File: src/rtl/image_buffer_ctrl.sv
// Ping-pong controller for a 32 KB dual-port image buffer split into two 16 KB banks.
// Latency: write port registered (1 cycle); read data valid 3 cycles after rd_start.
// Backpressure: rd_ready stalls the 2-entry output FIFO; the SPI write side has no backpressure.
//
// Ports:
//   clk, rst                  : single clock, synchronous active-high reset
//   wr_valid/wr_data/wr_sof   : SPI byte stream; wr_sof marks the first byte of a frame
//   bram_we/addr_wr/data_wr   : BRAM write port, address {bank, offset[13:0]}
//   bram_addr_rd/bram_data_rd : BRAM read port, data returns one cycle after address
//   rd_start                  : LCD frame request pulse
//   rd_valid/rd_ready/rd_data/rd_last : LCD byte stream, rd_last on the final byte
//   rd_busy                   : reader not idle
//   bank_full                 : per-bank full flag
//   frame_drop/frame_abort/rd_underrun : 1-cycle event pulses

// Generic synchronous FIFO with registered storage and occupancy count.
// Latency: a pushed word is visible at dout the cycle after the push.
// Backpressure: none internal; the caller must not push when full without popping.
module fifo #(
    parameter int WIDTH = 8,
    parameter int DEPTH = 2,
    localparam int PW = $clog2(DEPTH),
    localparam int CW = $clog2(DEPTH + 1)
) (
    input  logic             clk,
    input  logic             rst,
    input  logic             push,
    input  logic [WIDTH-1:0] din,
    input  logic             pop,
    output logic [WIDTH-1:0] dout,
    output logic [CW-1:0]    count
);

    logic [WIDTH-1:0] mem [DEPTH];
    logic [PW-1:0]    wr_ptr;
    logic [PW-1:0]    rd_ptr;

    function automatic logic [PW-1:0] ptr_inc(input logic [PW-1:0] p);
        return (p == PW'(DEPTH - 1)) ? '0 : p + 1'b1;
    endfunction

    always_ff @(posedge clk) begin
        if (rst) begin
            wr_ptr <= '0;
            rd_ptr <= '0;
            count  <= '0;
            for (int i = 0; i < DEPTH; i++) begin
                mem[i] <= '0;
            end
        end else begin
            if (push) begin
                mem[wr_ptr] <= din;
                wr_ptr      <= ptr_inc(wr_ptr);
            end
            if (pop) begin
                rd_ptr <= ptr_inc(rd_ptr);
            end
            if (push && !pop) begin
                count <= count + 1'b1;
            end else if (pop && !push) begin
                count <= count - 1'b1;
            end
        end
    end

    // Head slot is never overwritten while occupied, so dout is stable during a stall.
    assign dout = mem[rd_ptr];

endmodule

// Ping-pong image buffer controller: SPI fills one bank while the LCD drains the other.
// Latency: write 1 cycle; rd_start to first rd_valid 3 cycles, then 1 byte/cycle.
// Backpressure: rd_ready throttles read issue so at most 2 bytes are buffered or in flight.
module image_buffer_ctrl #(
    parameter int FRAME_BYTES = 16384
) (
    input  logic        clk,
    input  logic        rst,
    input  logic        wr_valid,
    input  logic [7:0]  wr_data,
    input  logic        wr_sof,
    output logic        bram_we,
    output logic [14:0] bram_addr_wr,
    output logic [7:0]  bram_data_wr,
    output logic [14:0] bram_addr_rd,
    input  logic [7:0]  bram_data_rd,
    input  logic        rd_start,
    input  logic        rd_ready,
    output logic        rd_valid,
    output logic [7:0]  rd_data,
    output logic        rd_last,
    output logic        rd_busy,
    output logic [1:0]  bank_full,
    output logic        frame_drop,
    output logic        frame_abort,
    output logic        rd_underrun
);

    localparam logic [13:0] LAST_OFF = 14'(FRAME_BYTES - 1);
    localparam bit          ONE_BYTE = (FRAME_BYTES == 1);

    // ------------------------------------------------------------------
    // Writer
    // ------------------------------------------------------------------
    typedef enum logic [1:0] {W_IDLE, W_FILL, W_DROP} wr_state_t;

    wr_state_t   wr_state, wr_state_nxt;
    logic        wr_bank, wr_bank_nxt;
    logic [13:0] wr_off, wr_off_nxt;     // offset of the next byte to write
    logic        we_nxt;
    logic [14:0] addr_wr_nxt;
    logic [7:0]  data_wr_nxt;
    logic        drop_nxt;
    logic        abort_nxt;
    logic        set_full;

    always_comb begin
        wr_state_nxt = wr_state;
        wr_bank_nxt  = wr_bank;
        wr_off_nxt   = wr_off;
        we_nxt       = 1'b0;
        addr_wr_nxt  = bram_addr_wr;
        data_wr_nxt  = bram_data_wr;
        drop_nxt     = 1'b0;
        abort_nxt    = 1'b0;
        set_full     = 1'b0;
        if (wr_valid) begin
            case (wr_state)
                W_IDLE, W_DROP: begin
                    if (wr_sof) begin
                        if (!bank_full[wr_bank]) begin
                            we_nxt      = 1'b1;
                            addr_wr_nxt = {wr_bank, 14'd0};
                            data_wr_nxt = wr_data;
                            if (ONE_BYTE) begin
                                set_full     = 1'b1;
                                wr_bank_nxt  = !wr_bank;
                                wr_off_nxt   = 14'd0;
                                wr_state_nxt = W_IDLE;
                            end else begin
                                wr_off_nxt   = 14'd1;
                                wr_state_nxt = W_FILL;
                            end
                        end else begin
                            drop_nxt     = 1'b1;
                            wr_state_nxt = W_DROP;
                        end
                    end
                end
                W_FILL: begin
                    we_nxt      = 1'b1;
                    data_wr_nxt = wr_data;
                    if (wr_sof) begin
                        // Restart the frame in place; the bank never becomes full
                        // with a truncated frame.
                        abort_nxt   = 1'b1;
                        addr_wr_nxt = {wr_bank, 14'd0};
                        wr_off_nxt  = 14'd1;
                    end else begin
                        addr_wr_nxt = {wr_bank, wr_off};
                        if (wr_off == LAST_OFF) begin
                            set_full     = 1'b1;
                            wr_bank_nxt  = !wr_bank;
                            wr_off_nxt   = 14'd0;
                            wr_state_nxt = W_IDLE;
                        end else begin
                            wr_off_nxt = wr_off + 14'd1;
                        end
                    end
                end
                default: wr_state_nxt = W_IDLE;
            endcase
        end
    end

    always_ff @(posedge clk) begin
        if (rst) begin
            wr_state     <= W_IDLE;
            wr_bank      <= 1'b0;
            wr_off       <= 14'd0;
            bram_we      <= 1'b0;
            bram_addr_wr <= 15'd0;
            bram_data_wr <= 8'd0;
            frame_drop   <= 1'b0;
            frame_abort  <= 1'b0;
        end else begin
            wr_state     <= wr_state_nxt;
            wr_bank      <= wr_bank_nxt;
            wr_off       <= wr_off_nxt;
            bram_we      <= we_nxt;
            bram_addr_wr <= addr_wr_nxt;
            bram_data_wr <= data_wr_nxt;
            frame_drop   <= drop_nxt;
            frame_abort  <= abort_nxt;
        end
    end

    // ------------------------------------------------------------------
    // Reader
    // ------------------------------------------------------------------
    typedef enum logic [1:0] {R_IDLE, R_RUN, R_DRAIN} rd_state_t;

    rd_state_t   rd_state, rd_state_nxt;
    logic        rd_bank, rd_bank_nxt;
    logic [13:0] rd_off, rd_off_nxt;     // offset presented on bram_addr_rd
    logic        inflight;               // BRAM data for last cycle's address arrives now
    logic        inflight_last;
    logic        issue;
    logic        issue_last;
    logic        underrun_nxt;
    logic        clr_full;
    logic        pop;
    logic        room;
    logic [8:0]  fifo_dout;
    logic [1:0]  fifo_cnt;

    assign pop = rd_valid && rd_ready;

    // Issue only if the byte can still land in the FIFO after this cycle's pop.
    assign room = (3'(fifo_cnt) + 3'(inflight)) < (3'd2 + 3'(pop));

    always_comb begin
        rd_state_nxt = rd_state;
        rd_bank_nxt  = rd_bank;
        rd_off_nxt   = rd_off;
        issue        = 1'b0;
        issue_last   = 1'b0;
        underrun_nxt = 1'b0;
        clr_full     = 1'b0;
        case (rd_state)
            R_IDLE: begin
                if (rd_start) begin
                    if (bank_full[rd_bank]) begin
                        rd_off_nxt   = 14'd0;
                        rd_state_nxt = R_RUN;
                    end else begin
                        underrun_nxt = 1'b1;
                    end
                end
            end
            R_RUN: begin
                if (room) begin
                    issue = 1'b1;
                    if (rd_off == LAST_OFF) begin
                        issue_last   = 1'b1;
                        rd_state_nxt = R_DRAIN;
                    end else begin
                        rd_off_nxt = rd_off + 14'd1;
                    end
                end
            end
            R_DRAIN: begin
                if (pop && rd_last) begin
                    clr_full     = 1'b1;
                    rd_bank_nxt  = !rd_bank;
                    rd_state_nxt = R_IDLE;
                end
            end
            default: rd_state_nxt = R_IDLE;
        endcase
    end

    always_ff @(posedge clk) begin
        if (rst) begin
            rd_state      <= R_IDLE;
            rd_bank       <= 1'b0;
            rd_off        <= 14'd0;
            inflight      <= 1'b0;
            inflight_last <= 1'b0;
            rd_underrun   <= 1'b0;
            bank_full     <= 2'b00;
        end else begin
            rd_state      <= rd_state_nxt;
            rd_bank       <= rd_bank_nxt;
            rd_off        <= rd_off_nxt;
            inflight      <= issue;
            inflight_last <= issue_last;
            rd_underrun   <= underrun_nxt;
            // set_full and clr_full always target different banks.
            if (set_full) begin
                bank_full[wr_bank] <= 1'b1;
            end
            if (clr_full) begin
                bank_full[rd_bank] <= 1'b0;
            end
        end
    end

    assign bram_addr_rd = {rd_bank, rd_off};
    assign rd_busy      = (rd_state != R_IDLE);

    fifo #(
        .WIDTH (9),
        .DEPTH (2)
    ) u_out_fifo (
        .clk   (clk),
        .rst   (rst),
        .push  (inflight),
        .din   ({inflight_last, bram_data_rd}),
        .pop   (pop),
        .dout  (fifo_dout),
        .count (fifo_cnt)
    );

    assign rd_valid          = (fifo_cnt != 2'd0);
    assign {rd_last, rd_data} = fifo_dout;

endmodule

File: config.mk
export PLATFORM = sky130hd
export DESIGN_NAME = image_buffer_ctrl
export DESIGN_NICKNAME = d
export VERILOG_FILES = /design/src/rtl/image_buffer_ctrl.sv
export SDC_FILE = /design/constraint.sdc
export NUM_CORES = 1
export LEC_CHECK = 0
export BUFFER_PORTS_ARGS = -buffer_cell sky130_fd_sc_hd__buf_4
export CAP_MARGIN = 25
export CORE_MARGIN = 4
export CORE_UTILIZATION = 50
export DETAILED_ROUTE_END_ITERATION = 12
export GPL_ROUTABILITY_DRIVEN = 0
export MAX_ROUTING_LAYER = met4
export PLACE_DENSITY_LB_ADDON = 0.12
export SLEW_MARGIN = 15
export SYNTH_ARGS = -nofsm -noshare
export SYNTH_HDL_FRONTEND = slang
export SYNTH_SLANG_ARGS = --single-unit
File: constraint.sdc
create_clock -name clk -period 2.65 [get_ports clk]
set_clock_uncertainty 0.1 [all_clocks]
set_input_delay 0.1325 -clock clk [delete_from_list [all_inputs] [get_ports clk]]
set_output_delay 0.1325 -clock clk [all_outputs]
set_load 0.02 [all_outputs]
==> results.md <==
* Outcome: finished clean
* Full die area at 9430 µm²
* Fin crit share at between 80% and 90%
* 1st-iter DRT viols at approximately 150
* # diodes at 0
* Number of synthesized flops with an enable pin at 18
* Static leakage at roughly 0.002 µW
* CP startpoint kind: flop
* Clk pin slew, worst setup/hold paths at ~0.090 ns
* Layout cell share with drive strength beyond 1 at ~23%
* Die H at 97.1 µm
* Starting density of the core at 51.4%
* Via density at 5.43
* Antenna viol nets, final at 0
* Highest clock rate at roughly 430 MHz
* PostCTS Resize Cnt at 0
* Post-placement cell count at slightly below 600
* Slew Limit Fails at 0
* Ys flop type: dfxtp_1
* Worst reg2reg startpoint: wr_bank$_SDFFE_PP0P_
* Hold Path Class: in -> reg
* Htree depth at 3
* Pre-Repair DR Iteration Count at 4
* Number of synthesized register bits at a little under 90
* Vias in the first global route at between 3000 and 4000
* Num CTS Buffers at 9
* Setup TNS at 0 ns
* Post-synth net total at ~450
* Final Util at between 60% and 70%
* Hpwl dp at 6.10 mm
* Setup bufs post-CTS at 0
* Fraction of registers with async set or reset after synthesis at 0%
* Area grow syn2layout at 26.6%
* Power per cell area at around 520 nW/µm²
* Worst Max-Slew Pin Slew at 0.702 ns
* HP Start: wr_valid
* CP Launch Point: wr_bank$_SDFFE_PP0P_
* Total track usage at 20.5%
* Port bufs at between 70 and 80
* CP top delay family: buffers and inverters
* # IOs at between 70 and 80
* Worst EP required at roughly 2.8 ns
* Placed cell areas at between 4000 and 5000 µm²
* Die W at between 90 and 100 µm
* Via count at between 3000 and 4000
* First-pass GRT wire length at around 16 mm
* Wirelength, routed at around 9.2 mm
* CP peak stage delay at 0.56 ns
* Routed len/inst at between 10 and 15 µm
* Avg Inst Size Synth at 9.45 µm²
* Setup violators final at 0
* Cells after Synth at 420
* Largest net degree at the start of global routing at 44
* Clk_lat worst skew at between 0.3 and 0.4 ns
* Design Area, Final at 5030 µm²
* Mapped cell area at just under 4000 µm²
* Biggest area consumer among synthesized cells: dfxtp_1
* Max-cap violations at 0
* Critical path arrival at 2.50 ns
* CP Buf/Inv Count at 2
* CTS Buffer Depth at 2
* Initial antenna violation count at 0
* # rows at 32
* Leading post-synthesis cells by cell area: dfxtp_1, edfxtp_1, a21oi_1, nor2_1, nand2_1
* Synth cell types at 57
* Crit-path max FO at 14
* RSZ-0062 raised after global routing: no
* Setup CP Type: reg -> reg
* DRC at 0
* Peak supply drop at between 0.0003 and 0.0004 V
* Critical Path Sink Type: flop
* Share of the synthesized area in the top cell type at approximately a third
* Grt ovf at 0
* Hold Slack at roughly 0.036 ns
* Crit path max-delay cell type: dlygate4sd3_1
* Slew Limit Headroom at 52.9%
* Core area at 7730 µm²
* Post-layout nets at between 500 and 600
* YS warnings at 0
* Fillers at 652
* Final hold vios at 0
* Clock root buffer: clkbuf_8
* CTS Sinks at 88
* Post-synthesis sequential area ratio at 48.9%
* Fin crit period at 2.31 ns
* Non-Filler Instances at slightly above 600
* CTS tree: yes
* CP Cell Sequence: mux2i_1 > a22o_1 > buf_4 > nand2_1 > a21oi_1 > dlygate4sd3_1
## kinds of logic after synthesis
logic type | Yosys count | synth area share, %
and+or+nand+nor | 177 | 24.5
buffers and inverters | 30 | 4.03
DFF | 88 | 48.9
adders and majority gates | 5 | 1.58
AOI/OAI and AO/OA | 98 | 15.5
xor gates and xnor gates | 11 | 2.43
muxes | 11 | 3.06
## cell usage after synthesis, types with 2 or more instances
master,n
mux2i_1,2
and4_1,5
nor3b_1,4
o21ai_0,22
nand4_1,13
and2_1,22
a22oi_1,14
nor4_1,3
xor2_1,8
and3_1,3
o31ai_1,6
nand3b_1,2
nand4b_1,3
clkbuf_1,14
nor3_1,6
nand2b_1,3
xnor2_1,3
mux2_2,9
dfxtp_1,70
or3b_2,2
a211oi_1,4
a21oi_1,30
nand3_1,14
and4b_1,2
a31oi_1,6
nor2b_1,5
a41oi_1,3
ha_1,5
buf_1,2
a21o_1,4
and2b_2,2
edfxtp_1,18
inv_1,7
buf_2,4
or3_1,2
or2_2,3
nor2_1,39
nand2_1,37
## stage by stage
stage	setup WS, ns	total power [µW]
final	0.342	2590
after global routing	0.173	2710
after CTS	0.383	2610
after detailed placement	0.498	1690
after global placement	0.548	1690
after floorplan	0.584	1590
## flip-flops by register name (all words and copies together), names as in the netlist, named ones only
| name | flops |
|---|---|
| bank_full | 2 |
| bram_addr_wr | 15 |
| bram_data_wr | 8 |
| bram_we | 1 |
| frame_abort | 1 |
| frame_drop | 1 |
| inflight | 1 |
| inflight_last | 1 |
| rd_bank | 1 |
| rd_off | 14 |
| rd_state | 2 |
| rd_underrun | 1 |
| u_out_fifo.count | 2 |
| u_out_fifo.mem | 18 |
| u_out_fifo.rd_ptr | 1 |
| u_out_fifo.wr_ptr | 1 |
| wr_bank | 1 |
| wr_off | 14 |
| wr_state | 2 |
## final cells by class
| cell class | instances | area (µm²) | share of cell area (%) |
|---|---|---|---|
| Clock buffer | 11 | 131 | 2.61 |
| Timing Repair Buffer | 108 | 873 | 17.4 |
| Inverter | 7 | 26.3 | 0.523 |
| Tap cell | 102 | 128 | 2.54 |
| Sequential cell | 88 | 1940 | 38.6 |
| Multi-Input combinational cell | 302 | 1870 | 37.2 |
| Clock inverter | 5 | 57.6 | 1.15 |
## power by group
part	switching, µW	internal [µW]
logic	146	129
registers	24.4	1390
clock network	461	435
total	631	1960
## cells in the final DEF, fill, tap and decap left out, types with 3 or more instances in the layout
| master | n |
|---|---|
| buf_4 | 83 |
| dfxtp_1 | 70 |
| nor2_1 | 39 |
| nand2_1 | 37 |
| a21oi_1 | 30 |
| dlygate4sd3_1 | 25 |
| o21ai_0 | 22 |
| and2_1 | 22 |
| edfxtp_1 | 18 |
| nand3_1 | 14 |
| a22oi_1 | 14 |
| nand4_1 | 13 |
| mux2_2 | 9 |
| clkbuf_8 | 9 |
| xor2_1 | 8 |
| inv_1 | 7 |
| nor3_1 | 6 |
| o31ai_1 | 6 |
| a31oi_1 | 6 |
| nor2b_1 | 5 |
| and4_1 | 5 |
| ha_1 | 5 |
| a21o_1 | 4 |
| nor3b_1 | 4 |
| a211oi_1 | 4 |
| or2_2 | 3 |
| and3_1 | 3 |
| nand2b_1 | 3 |
| a41oi_1 | 3 |
| nand4b_1 | 3 |
| nor4_1 | 3 |
| xnor2_1 | 3 |
## worst reg2reg max path: stages (launching register included)
cell           delay, ns
dfxtp_1             0.41
mux2i_1             0.34
a22o_1              0.35
buf_4               0.27
nand2_1             0.08
a21oi_1             0.15
dlygate4sd3_1       0.56
## final timing paths
path | to | slack (ns) | cells past startpoint
max | bram_data_wr[7]$_SDFFE_PP0P_ | 0.34 | 6
min reg2reg | bram_addr_wr[14]$_SDFFE_PP0P_ | 0.37 | 2
max reg2reg | bram_data_wr[7]$_SDFFE_PP0P_ | 0.34 | 6
min | frame_abort$_SDFF_PP0_ | 0.04 | 2
## repair_timing
item                                   CTS  global route
endpoints found under the hold margin   30             0
hold buffers                            25             0
setup endpoints to repair                0             0
## metal layers
| layer | vias to the layer above | track usage (%) | share of wire (%) |
|---|---|---|---|
| li1 | 1728 | - | - |
| met4 | 0 | 6.26 | 0.90 |
| met3 | 5 | 5.10 | 5.1 |
| met5 | - | - | 0 |
| met2 | 89 | 29.7 | 45 |
| met1 | 1562 | 28.4 | 49 |
Power figures use the tool's default switching activity.
